File: src/rtl/div_ctrl_pkg.sv
// Shared types and constants for the EX-stage divider sequencer.
package div_ctrl_pkg;

   localparam int unsigned DATA_W     = 32;
   localparam int unsigned CNT_W      = 6;
   localparam int unsigned DIV_CYCLES = 32;

   localparam logic [DATA_W-1:0] DIV_ZERO_QUOT = '1;

   typedef enum logic [1:0] {
      DIV_IDLE = 2'd0,
      DIV_ZERO = 2'd1,
      DIV_RUN  = 2'd2,
      DIV_DONE = 2'd3
   } div_state_e;

   // Operation context captured at start
   typedef struct packed {
      logic sgn;
      logic dvd_neg;
      logic dsr_neg;
   } div_op_t;

   function automatic logic [DATA_W-1:0] cond_neg(input logic [DATA_W-1:0] x,
                                                  input logic              neg);
      return neg ? DATA_W'(-x) : x;
   endfunction

endpackage

File: src/rtl/div_ctrl_if.sv
// EX-stage <-> divider handshake and result bus.
interface div_ctrl_if;
   import div_ctrl_pkg::*;

   logic              start;
   logic              signed_op;
   logic [DATA_W-1:0] dividend;
   logic [DATA_W-1:0] divisor;
   logic              cancel;
   logic              stall_req;
   logic              busy;
   logic              done;
   logic [DATA_W-1:0] quotient;
   logic [DATA_W-1:0] remainder;

   modport master (
      output start, signed_op, dividend, divisor, cancel,
      input  stall_req, busy, done, quotient, remainder
   );

   modport slave (
      input  start, signed_op, dividend, divisor, cancel,
      output stall_req, busy, done, quotient, remainder
   );

endinterface

File: src/rtl/div_step.sv
// One restoring shift-subtract iteration on {rem, quo}.
module div_step
   import div_ctrl_pkg::*;
(
   input  logic [DATA_W-1:0] rem,
   input  logic [DATA_W-1:0] quo,
   input  logic [DATA_W-1:0] divisor,
   output logic [DATA_W-1:0] rem_nxt,
   output logic [DATA_W-1:0] quo_nxt
);

   logic [DATA_W:0] shifted;
   logic            fits;

   // Shifted remainder needs one extra bit before the trial subtract
   always_comb begin
      shifted = {rem, quo[DATA_W-1]};
      fits    = shifted >= {1'b0, divisor};
      if (fits) begin
         rem_nxt = DATA_W'(shifted - {1'b0, divisor});
         quo_nxt = {quo[DATA_W-2:0], 1'b1};
      end else begin
         rem_nxt = shifted[DATA_W-1:0];
         quo_nxt = {quo[DATA_W-2:0], 1'b0};
      end
   end

endmodule

File: src/rtl/div_ctrl.sv
// Multi-cycle DIV/DIVU sequencer: operand capture, 32 restoring steps,
// sign correction and pipeline stall/cancel handling.
module div_ctrl
   import div_ctrl_pkg::*;
(
   input  logic       clk,
   input  logic       rst,
   div_ctrl_if.slave  bus
);

   div_state_e        state_q, state_nxt;
   logic [CNT_W-1:0]  cnt_q;
   logic [DATA_W-1:0] rem_q, quo_q, dsr_q;
   logic [DATA_W-1:0] step_rem, step_quo;
   logic [DATA_W-1:0] quotient_q, remainder_q;
   div_op_t           op_q, op_in;
   logic              accept, last_step, quo_neg, rem_neg;
   logic              stall_req_c, busy_c, done_c;

   assign accept    = (state_q == DIV_IDLE) && bus.start && !bus.cancel;
   assign last_step = (cnt_q == CNT_W'(DIV_CYCLES - 1));

   assign op_in.sgn     = bus.signed_op;
   assign op_in.dvd_neg = bus.signed_op & bus.dividend[DATA_W-1];
   assign op_in.dsr_neg = bus.signed_op & bus.divisor[DATA_W-1];

   assign quo_neg = op_q.sgn & (op_q.dvd_neg ^ op_q.dsr_neg);
   assign rem_neg = op_q.sgn & op_q.dvd_neg;

   div_step u_step (
      .rem     (rem_q),
      .quo     (quo_q),
      .divisor (dsr_q),
      .rem_nxt (step_rem),
      .quo_nxt (step_quo)
   );

   // State register
   always_ff @(posedge clk or negedge rst) begin
      if (!rst) state_q <= DIV_IDLE;
      else      state_q <= state_nxt;
   end

   // Next-state logic; cancel wins from every state
   always_comb begin
      state_nxt = state_q;
      if (bus.cancel) begin
         state_nxt = DIV_IDLE;
      end else begin
         unique case (state_q)
            DIV_IDLE: if (bus.start) state_nxt = (bus.divisor == '0) ? DIV_ZERO : DIV_RUN;
            DIV_ZERO: state_nxt = DIV_DONE;
            DIV_RUN:  if (last_step) state_nxt = DIV_DONE;
            DIV_DONE: state_nxt = DIV_IDLE;
            default:  state_nxt = DIV_IDLE;
         endcase
      end
   end

   // Status outputs decoded from state; stall_req also covers the start cycle
   always_comb begin
      stall_req_c = 1'b0;
      busy_c      = 1'b0;
      done_c      = 1'b0;
      unique case (state_q)
         DIV_IDLE: stall_req_c = bus.start & ~bus.cancel;
         DIV_ZERO,
         DIV_RUN: begin
            stall_req_c = 1'b1;
            busy_c      = 1'b1;
         end
         DIV_DONE: begin
            busy_c = 1'b1;
            done_c = 1'b1;
         end
         default: ;
      endcase
   end

   // Operand capture and iteration datapath
   always_ff @(posedge clk or negedge rst) begin
      if (!rst) begin
         op_q  <= '0;
         rem_q <= '0;
         quo_q <= '0;
         dsr_q <= '0;
         cnt_q <= '0;
      end else if (accept) begin
         op_q  <= op_in;
         rem_q <= '0;
         quo_q <= cond_neg(bus.dividend, op_in.dvd_neg);
         dsr_q <= cond_neg(bus.divisor, op_in.dsr_neg);
         cnt_q <= '0;
      end else if (state_q == DIV_RUN) begin
         rem_q <= step_rem;
         quo_q <= step_quo;
         if (cnt_q != CNT_W'(DATA_W)) cnt_q <= cnt_q + CNT_W'(1);
      end
   end

   // Result registers; only a completed operation updates them
   always_ff @(posedge clk or negedge rst) begin
      if (!rst) begin
         quotient_q  <= '0;
         remainder_q <= '0;
      end else if (state_nxt == DIV_DONE) begin
         if (state_q == DIV_RUN) begin
            quotient_q  <= cond_neg(step_quo, quo_neg);
            remainder_q <= cond_neg(step_rem, rem_neg);
         end else if (state_q == DIV_ZERO) begin
            // quo_q still holds |dividend|; undo the magnitude to recover the raw value
            quotient_q  <= DIV_ZERO_QUOT;
            remainder_q <= cond_neg(quo_q, op_q.dvd_neg);
         end
      end
   end

   assign bus.stall_req = stall_req_c;
   assign bus.busy      = busy_c;
   assign bus.done      = done_c;
   assign bus.quotient  = quotient_q;
   assign bus.remainder = remainder_q;

endmodule

File: src/flat_wrapper.sv
// flat-port wrapper written by rule: the top's interface ports become plain ports
module div_ctrl_flat import div_ctrl_pkg::*;
  (clk, rst, bus_start, bus_signed_op, bus_dividend, bus_divisor, bus_cancel, bus_stall_req, bus_busy, bus_done, bus_quotient, bus_remainder);
  div_ctrl_if bus_i ();
  input  logic clk;
  input  logic rst;
  input wire logic [$bits(bus_i.start)-1:0] bus_start;
  input wire logic [$bits(bus_i.signed_op)-1:0] bus_signed_op;
  input wire logic [$bits(bus_i.dividend)-1:0] bus_dividend;
  input wire logic [$bits(bus_i.divisor)-1:0] bus_divisor;
  input wire logic [$bits(bus_i.cancel)-1:0] bus_cancel;
  output wire logic [$bits(bus_i.stall_req)-1:0] bus_stall_req;
  output wire logic [$bits(bus_i.busy)-1:0] bus_busy;
  output wire logic [$bits(bus_i.done)-1:0] bus_done;
  output wire logic [$bits(bus_i.quotient)-1:0] bus_quotient;
  output wire logic [$bits(bus_i.remainder)-1:0] bus_remainder;
  assign bus_i.start = bus_start;
  assign bus_i.signed_op = bus_signed_op;
  assign bus_i.dividend = bus_dividend;
  assign bus_i.divisor = bus_divisor;
  assign bus_i.cancel = bus_cancel;
  assign bus_stall_req = bus_i.stall_req;
  assign bus_busy = bus_i.busy;
  assign bus_done = bus_i.done;
  assign bus_quotient = bus_i.quotient;
  assign bus_remainder = bus_i.remainder;
  div_ctrl u_core (.clk(clk), .rst(rst), .bus(bus_i));
endmodule
File: config.mk
export PLATFORM = sky130hd
export DESIGN_NAME = div_ctrl_flat
export DESIGN_NICKNAME = d
export VERILOG_FILES = /design/src/rtl/div_ctrl_pkg.sv /design/src/rtl/div_ctrl_if.sv /design/src/rtl/div_step.sv /design/src/rtl/div_ctrl.sv /design/src/flat_wrapper.sv
export SDC_FILE = /design/constraint.sdc
export NUM_CORES = 1
export LEC_CHECK = 0
export BUFFER_PORTS_ARGS = -buffer_cell sky130_fd_sc_hd__clkbuf_2
export CORE_MARGIN = 4
export CORE_UTILIZATION = 61
export CTS_BUF_LIST = sky130_fd_sc_hd__clkbuf_8 sky130_fd_sc_hd__clkbuf_16
export DETAILED_ROUTE_END_ITERATION = 12
export HOLD_SLACK_MARGIN = 0.02
export PLACE_DENSITY = 0.82
export SETUP_SLACK_MARGIN = 0.5
export SLEW_MARGIN = 10
export SYNTH_ARGS = -nofsm -noshare
export SYNTH_HDL_FRONTEND = slang
export SYNTH_SLANG_ARGS = --single-unit
export TNS_END_PERCENT = 20
File: constraint.sdc
create_clock -name clk -period 6.4 [get_ports clk]
set_input_delay 1.92 -clock clk [delete_from_list [all_inputs] [get_ports clk]]
set_output_delay 1.92 -clock clk [all_outputs]
set_load 0.03 [all_outputs]
* Word-level counts from Yosys, hierarchy flattened
Index checks and enable logic that the tools add are counted.
Cells by class: multiplexer cells 26, reductions and logical operators 12, add/sub/neg operators 7, bitwise gates (word level) 7, magnitude comparators 1, equality and inequality tests 6
Operator list (number):
- 2-to-1 mux 32 bit | 14
- negator 32 bit | 5
- >= comparator 33 x 32 -> 1 bit | 1
- logical NOT 32 bit | 1
- subtractor 32 bit | 1
- 2-to-1 mux 6 bit | 3
- 2-to-1 mux 2 bit | 4
- case mux 2 bit (4 select lines) | 1
- adder 6 x 1 -> 6 bit, second input constant | 1
- equality test 2 bit, second input constant | 3
- equality test 6 x 5 -> 1 bit, second input constant | 1
- inequality test 6 bit, second input constant | 1
- nonzero test 2 bit | 3
- bitwise AND 1 bit | 5
- AND reduction 2 bit | 2
- 2-to-1 mux 1 bit | 3
- OR reduction 3 bit | 1
- equality test 2 x 1 -> 1 bit, second input constant | 1
- logical AND 1 bit | 2
- logical NOT 2 bit | 1
- case mux 1 bit (2 select lines) | 1
- OR reduction 2 bit | 1
- logical NOT 1 bit | 1
- inverter 1 bit | 1
- XOR 1 bit | 1
Word-level totals: bits of input ports 69, bits in registers 171, output and inout bits 67, logic and storage cells 69

* Longest topological paths before layout
Gate-level depths: netlist of run 1.
depth after elaboration 7, mapped depth 22, mapped depth without buffers 17

* Modules after synthesis
A second synthesis of run 1 with hierarchy kept.
Second synthesis, totals: cell total of the unflattened synthesis 1520, area total of the unflattened synthesis 12942.4 sq um
By module, submodules not included:
- div_ctrl | instances 1, area an instance 10371.2 sq um, cells an instance 1165, sequential area each 4279.1 sq um
- div_step | instances 1, area an instance 2571.2 sq um, cells an instance 355, sequential area each 0.0 sq um

* Worst setup path after synthesis of run 1
No wires, ideal clock.
path type input -> output, start point input port bus_start, end point output port bus_stall_req, buffers on the path 2, data required time 4.480 ns, arrival time 3.259 ns, slack 1.221 ns, cell stages on the path 6, path through nand2_1 -> nor2_1 -> clkbuf_1 -> clkbuf_1 -> nor2_1 -> nor2_1
Between the ends: cells in the longest elaborated chain, start to end 2
RTL lines:
- from (decl) | RTL line flat_wrapper.sv:7 | input wire logic [$bits(bus_i.start)-1:0] bus_start;
- bitwise AND 1 bit | RTL line div_ctrl.sv:66 | DIV_IDLE: stall_req_c = bus.start & ~bus.cancel;
- case mux 1 bit (2 select lines) | RTL line div_ctrl.sv:65 | unique case (state_q)
- to (decl) | RTL line flat_wrapper.sv:12 | output wire logic [$bits(bus_i.stall_req)-1:0] bus_stall_req;
No other way between the ends.

* Worst setup path after layout of run 1
start point register u_core.dsr_q[22], end point register u_core.remainder_q[28], in the netlist u_core.bus.remainder[28]
Between the ends: cells in the longest elaborated chain, start to end 5, elaborated cells between the ends (all ways) 6, those cells by class 2 x add/sub; 1 x order compare; 3 x mux
RTL lines:
- from (decl) | RTL line div_ctrl.sv:13 | logic [DATA_W-1:0] rem_q, quo_q, dsr_q;
- from (signal assigned) | RTL line div_ctrl.sv:92 | dsr_q <= cond_neg(bus.divisor, op_in.dsr_neg);
- subtractor 32 bit / >= comparator 33 x 32 -> 1 bit (equally long branches) | RTL line div_step.sv:20, div_step.sv:18
- 2-to-1 mux 32 bit * | RTL line div_step.sv:19 | if (fits) begin
- negator 32 bit | RTL line div_ctrl_pkg.sv:26 | return neg ? DATA_W'(-x) : x;
- 2-to-1 mux 32 bit * | RTL line div_ctrl_pkg.sv:26
- 2-to-1 mux 32 bit * | RTL line div_ctrl.sv:107 | if (state_q == DIV_RUN) begin
- to (signal assigned) | RTL line div_ctrl.sv:109 | remainder_q <= cond_neg(step_rem, rem_neg);
- to (signal assigned) | RTL line div_ctrl.sv:113 | remainder_q <= cond_neg(quo_q, op_q.dvd_neg);
- to (decl) | RTL line div_ctrl.sv:15 | logic [DATA_W-1:0] quotient_q, remainder_q;
Mark *: on every way between the ends. The rest lies on a longest branch, timed or not. A chain may end at the register's enable or synchronous reset.

==> flow_summary.ini, run 1 <==
[floorplan]
die_x_um = 155
core_area_sq_um = 21200
ios = 136
die_area_sq_um = 24100
rows = 53
die_y_um = 155
initial_core_util_pct = 62.5

[critical_path]
reg2reg_from = u_core.dsr_q[22]$_DFFE_PN0P_
ff2ff_path_depth = 16
cp_slowest_cell = nor4_1
setup.worst_path.end_class = register
worstPathCellList = inv_1 -> ha_1 -> a21oi_1 -> o21ai_0 -> a311oi_1 -> a211oi_1 -> or3_2 -> inv_2 -> mux2i_1 -> ha_1 -> o21ai_1 -> nor4_1 -> nand2_1 -> mux2_2 -> a21oi_1 -> o21ai_1
cp-start-kind = register
critPathArrivalTime_ns = 5.55
slowest_delay_ns = 0.73
worstPathMaxFanout = 22
r2r_end = u_core.bus.remainder[28]$_DFFE_PN0P_
critPathRequiredTime_ns = 6.71
path_class = reg -> reg
reg2reg_slack_ns = 1.15

[finish]
antennaDiodeCount = 0
final_cell_mix = nand2_1, o21ai_0, dfrtp_1
mostFrequentLayoutCell = nand2_1
final_layout_size_suffix_gt1_share_pct = 11.6
design_area_sq_um = 14500
fin_nets = 1841
fillers = 1771
area_delta_synth_final_pct = 9.39

[drt]
drtIter0Drc = 1411
wl_per_cell_um = 20.0
vias_per_cell = 6.36
num_vias = 12800
routed_wl_mm = 40.3
drc = 0
first_pass_iters = 6
antenna_left = 0

[cts]
htree_num_levels = 4
cts_root_buffer = clkbuf_16
clk_path_buf_depth = 2
insertion_delay_ns = 0.45
clkSlewWorstSetupHoldPaths_ns = 0.07
ctsResizeCount = 0
cts_tree = built
cts_buffers = 17
cts_hold_buffers = 0
post_cts_buffers = 0
tritoncts_num_sinks = 171

[worst_hold_path]
hp-start = u_core.bus.quotient[9]$_DFFE_PN0P_
min_to = u_core.bus.quotient[9]$_DFFE_PN0P_
hold_path_class = reg -> reg
whs_path_depth = 1

[synth]
ys.flop_type = dfrtp_1
synth_edf_count = 0
yosysTopAreaCell = dfrtp_1
syn_nets = 1791
ys_ff_latch = 171
ys_seq_area_share_pct = 32.4
ys_warn_count = 0
synthArstFlopShare_pct = 100
avgSynthCellArea_sq_um = 7.89
netlist_area_sq_um = 13200
synth_area_leaders = dfrtp_1, xor2_1, o21ai_0
synth_cell_types = 80
syn_inst = 1677
synth_top_cell_area_share_pct = 32.4

[global_route]
use_met1_pct = 48.0
grt-ovfl-total = 0
gr-usage-met3_pct = 6.98
busiest_layer = met2
grt_pass1_vias = 12000
grt_pass1_wl_mm = 64.2
antenna_found_initial = 1
use_met2_pct = 50.7
grt_util_all_layers_pct = 33.2
grt_start_max_net_pins = 109

[sta]
slew_violations = 0
fin_tns_setup_ns = 0
finalHoldViolCount = 0
setup_viol = 0
tightest_slew_ns = 1.17
rsz0062_at_grt = false
holdWs_ns = 0.478
period_minus_slack_ns = 5.25
relSlewSlack_pct = 21.9
clock.fmax_mhz = 191
post-route-period-util_pct = 82.0
skew_ns = 0.0164

[placement]
port_buffers = 135
dp_hpwl_mm = 30.5
globalplace.congestion = 1.01
place_area_sq_um = 13900

[outcome]
status = completed

[run]
cap_violations = 0
-- through the flow --
step | instances | worst slack (ns) | utilization [%]
2_1_floorplan | 1677 | 1.22 | -
3_3_place_gp | 1983 | 1.01 | 65.6
3_5_place_dp | 1983 | 0.876 | 65.6
4_1_cts | 2015 | 1.28 | 68.4
5_1_grt | 2015 | 0.750 | 68.4
6_report | 2015 | 1.15 | 68.4
-- critical path, delay by kind of cell, from the launching register on --
family / cells / cell delay (ns)
fa+ha+maj: 2 / 0.65
buf+inv: 2 / 0.45
mux: 2 / 0.69
simple gates: 3 / 1.52
compound gates: 7 / 1.42
flops: 1 / 0.36
-- logic make-up (layout without fill, tap and decap cells) --
family	after synthesis	count (layout)	synth area share (%)
AO/OA/AOI/OAI	508	508	23.4
XOR/XNOR	168	168	11.1
adder cells (fa/ha/maj)	45	45	4.31
buffers and inverters	176	239	5.36
flip-flops	171	171	32.4
multiplexers	49	49	3.73
AND/OR/NAND/NOR	560	560	19.7
-- synthesized netlist by cell type (4+ instances only) --
cell,count
a211oi_1,39
a21boi_0,4
a21o_1,44
a21oi_1,140
a221o_1,4
a31oi_1,18
and2_1,9
and3_1,5
and4_1,5
buf_1,8
buf_2,18
clkbuf_1,85
dfrtp_1,171
ha_1,44
inv_1,60
mux2i_1,47
nand2_1,203
nand2b_1,16
nand3_1,24
nand4_1,17
nor2_1,161
nor2b_1,6
nor3_1,42
nor4_1,18
o211ai_1,9
o21a_1,10
o21ai_0,173
o21ai_1,8
o221ai_1,4
o31ai_1,10
o41ai_1,8
or2_2,6
or3_1,22
or4_1,10
xnor2_1,69
xor2_1,99
-- flip-flops by register name, indices dropped and copies added (netlist names) --
name                  cells
u_core.bus.quotient      32
u_core.bus.remainder     32
u_core.dsr_q             32
u_core.quo_q             32
u_core.rem_q             32
u_core.cnt_q              6
u_core.op_q               3
u_core.state_q            2
-- how the worst max path moves through the flow --
stage                                  from                                    to  cells after the start
5_1_grt        u_core.rem_q[23]$_DFFE_PN0P_  u_core.bus.remainder[28]$_DFFE_PN0P_                     15
3_3_place_gp                 bus_divisor[0]    u_core.bus.quotient[0]$_DFFE_PN0P_                     14
6_report       u_core.dsr_q[22]$_DFFE_PN0P_  u_core.bus.remainder[28]$_DFFE_PN0P_                     16
2_1_floorplan                     bus_start                         bus_stall_req                      6
3_5_place_dp                 bus_divisor[0]    u_core.bus.quotient[0]$_DFFE_PN0P_                     14
4_1_cts        u_core.rem_q[23]$_DFFE_PN0P_  u_core.bus.remainder[28]$_DFFE_PN0P_                     15
-- area by class of cell --
cell class	instances	area [sq um]	area share, %
Clock buffer	17	425	2.94
Clock inverter	15	155	1.07
Inverter	61	229	1.58
Multi-Input combinational cell	1330	8260	57.1
Sequential cell	171	4280	29.6
Tap cell	275	344	2.38
Timing Repair Buffer	146	777	5.37
-- layer usage --
layer  part of all wire [%]  routed length [um]
met1                     43               17400
met2                     44               17800
met3                     10                4070
met4                    2.5                1010
met5                  0.032                  13
Power of run 1 is left out: the tool's default activity adds up to more than one toggle a clock period on the data nets, which glitch-free logic cannot reach.
==> inputs of run 2 (changes only) <==
CORE_UTILIZATION = 55   (was 61)
PLACE_DENSITY = 0.78   (was 0.82)
clock period = 4.3 ns   (was 6.4 ns; I/O delays follow)
==> flow_summary.ini, run 2 (synthesis gave the netlist of run 1 again) <==
[outcome]
status = completed

[global_route]
use_met2_pct = 48.7
antenna_found_initial = 0
grt_start_max_net_pins = 106
grt_pass1_vias = 12400
use_met1_pct = 46.8
gr-usage-met3_pct = 4.95
grt-ovfl-total = 0
grt_util_all_layers_pct = 31.6
busiest_layer = met2
grt_pass1_wl_mm = 67.0

[drt]
vias_per_cell = 6.16
routed_wl_mm = 42.5
drtIter0Drc = 1515
wl_per_cell_um = 19.8
first_pass_iters = 5
drc = 0
num_vias = 13300
antenna_left = 0

[sta]
post-route-period-util_pct = 93.8
clock.fmax_mhz = 248
rsz0062_at_grt = true
tightest_slew_ns = 1.01
period_minus_slack_ns = 4.03
setup_viol = 0
relSlewSlack_pct = 33.0
slew_violations = 0
fin_ws_ns = 0.269
skew_ns = 0.00953
finalHoldViolCount = 0

[finish]
final_layout_size_suffix_gt1_share_pct = 20.1
mostFrequentLayoutCell = nand2_1
final_util_pct = 67.1
area_delta_synth_final_pct = 19.4
antennaDiodeCount = 0
final_cell_mix = nand2_1, dfrtp_1, o21ai_0
design_area_sq_um = 15800
fin_nets = 1935

[cts]
clk_path_buf_depth = 2
insertion_delay_ns = 0.44
cts_root_buffer = clkbuf_16
tritoncts_num_sinks = 171
cts_buffers = 17
clkSlewWorstSetupHoldPaths_ns = 0.07
htree_num_levels = 4
cts_hold_buffers = 0
cts_tree = built

[placement]
globalplace.congestion = 1.00
port_buffers = 135
place_area_sq_um = 14600
dp_worst_setup_slack_ns = -0.261
dp_hpwl_mm = 32.0

[floorplan]
die_y_um = 163
ios = 136
rows = 56
core_area_sq_um = 23500
die_x_um = 163
initial_core_util_pct = 56.2
die_area_sq_um = 26600

[worst_hold_path]
hold_path_class = reg -> reg

[critical_path]
critPathRequiredTime_ns = 4.68
worstPathCellList = clkbuf_2 -> or3_4 -> or3_4 -> nor4_4 -> nand2b_2 -> or3_1 -> or4_4 -> a311oi_2 -> nand4b_1 -> buf_12 -> buf_12 -> a21oi_1 -> a21o_1
critPathArrivalTime_ns = 4.41
setup.worst_path.end_class = register
slowest_delay_ns = 0.46
cp_slowest_cell = or4_4
crit_buf_inv = 3
path_class = in -> reg
cp-start-kind = input port
worstPathMaxFanout = 37
path_delay_family = simple AND/OR/NAND/NOR gates

[run]
cap_violations = 0
-- run 2: changes by cell type in the layout (fill, tap and decap cells not counted), moves of 5 or more --
cell,before,now
buf_4,10,96
ha_1,43,22
ha_2,0,5
ha_4,1,17
inv_1,61,53
inv_2,1,8
o21ai_0,173,164
o21ai_1,8,13
-- run 2: final cells by class --
type	instances	area (sq um)
well taps	319	399
clock inverters	15	173
repair buffers	240	1550
fillers	1987	7750
multi-input cells	1330	8720
inverters	61	234
clock buffers	17	425
flip-flops and latches	171	4280
-- run 2: per-stage QoR --
step                      cells  hold WS (ns)  TNS (ns)
after detailed placement   2102         0.465    -11.45
final                      2153         0.477         0
after CTS                  2148         0.481         0
after global routing       2153         0.489         0
after global placement     2102         0.461     -5.45
after floorplan            1677         0.450         0
-- run 2: repair_timing --
action                                 CTS  global route
resized for setup                       69            28
setup endpoints to repair               64            64
buffers inserted                        14             5
endpoints found under the hold margin    0             0
pin swaps                               24            17
cloned                                   0             0
-- run 2: worst register-to-register path, stage by stage, from the launching register on --
cell       delay [ns]
dfrtp_2          0.48
ha_1             0.34
nor2b_1          0.21
o2111ai_2        0.25
a2111oi_4        0.43
and2_4           0.23
or3_4            0.16
inv_6            0.05
o41a_1           0.43
o21bai_4         0.21
nor4_4           0.36
a31oi_1          0.15
xor2_1           0.23
nor3_1           0.07
a211o_1          0.27
-- run 2: final timing paths --
check | startpoint | to | slack (ns) | cells after the start
worst max-delay path | bus_divisor[18] | u_core.bus.quotient[8]$_DFFE_PN0P_ | 0.27 | 13
worst min register to register | u_core.bus.quotient[17]$_DFFE_PN0P_ | u_core.bus.quotient[17]$_DFFE_PN0P_ | 0.48 | 1
min in group asynchronous | rst | u_core.rem_q[28]$_DFFE_PN0P_ | 0.91 | 1
worst min-delay path | u_core.bus.quotient[17]$_DFFE_PN0P_ | u_core.bus.quotient[17]$_DFFE_PN0P_ | 0.48 | 1
max in group asynchronous | rst | u_core.quo_q[24]$_DFFE_PN0P_ | 2.53 | 2
worst max register to register | u_core.rem_q[0]$_DFFE_PN0P_ | u_core.bus.remainder[25]$_DFFE_PN0P_ | 0.32 | 14
-- run 2: layer usage --
| metal | vias to the layer above | share of wire [%] |
|---|---|---|
| li1 | 6213 | - |
| met1 | 6309 | 44 |
| met2 | 647 | 45 |
| met3 | 85 | 8.8 |
| met4 | 0 | 2.3 |
| met5 | - | 0 |
Power of run 2 is left out for the same reason.
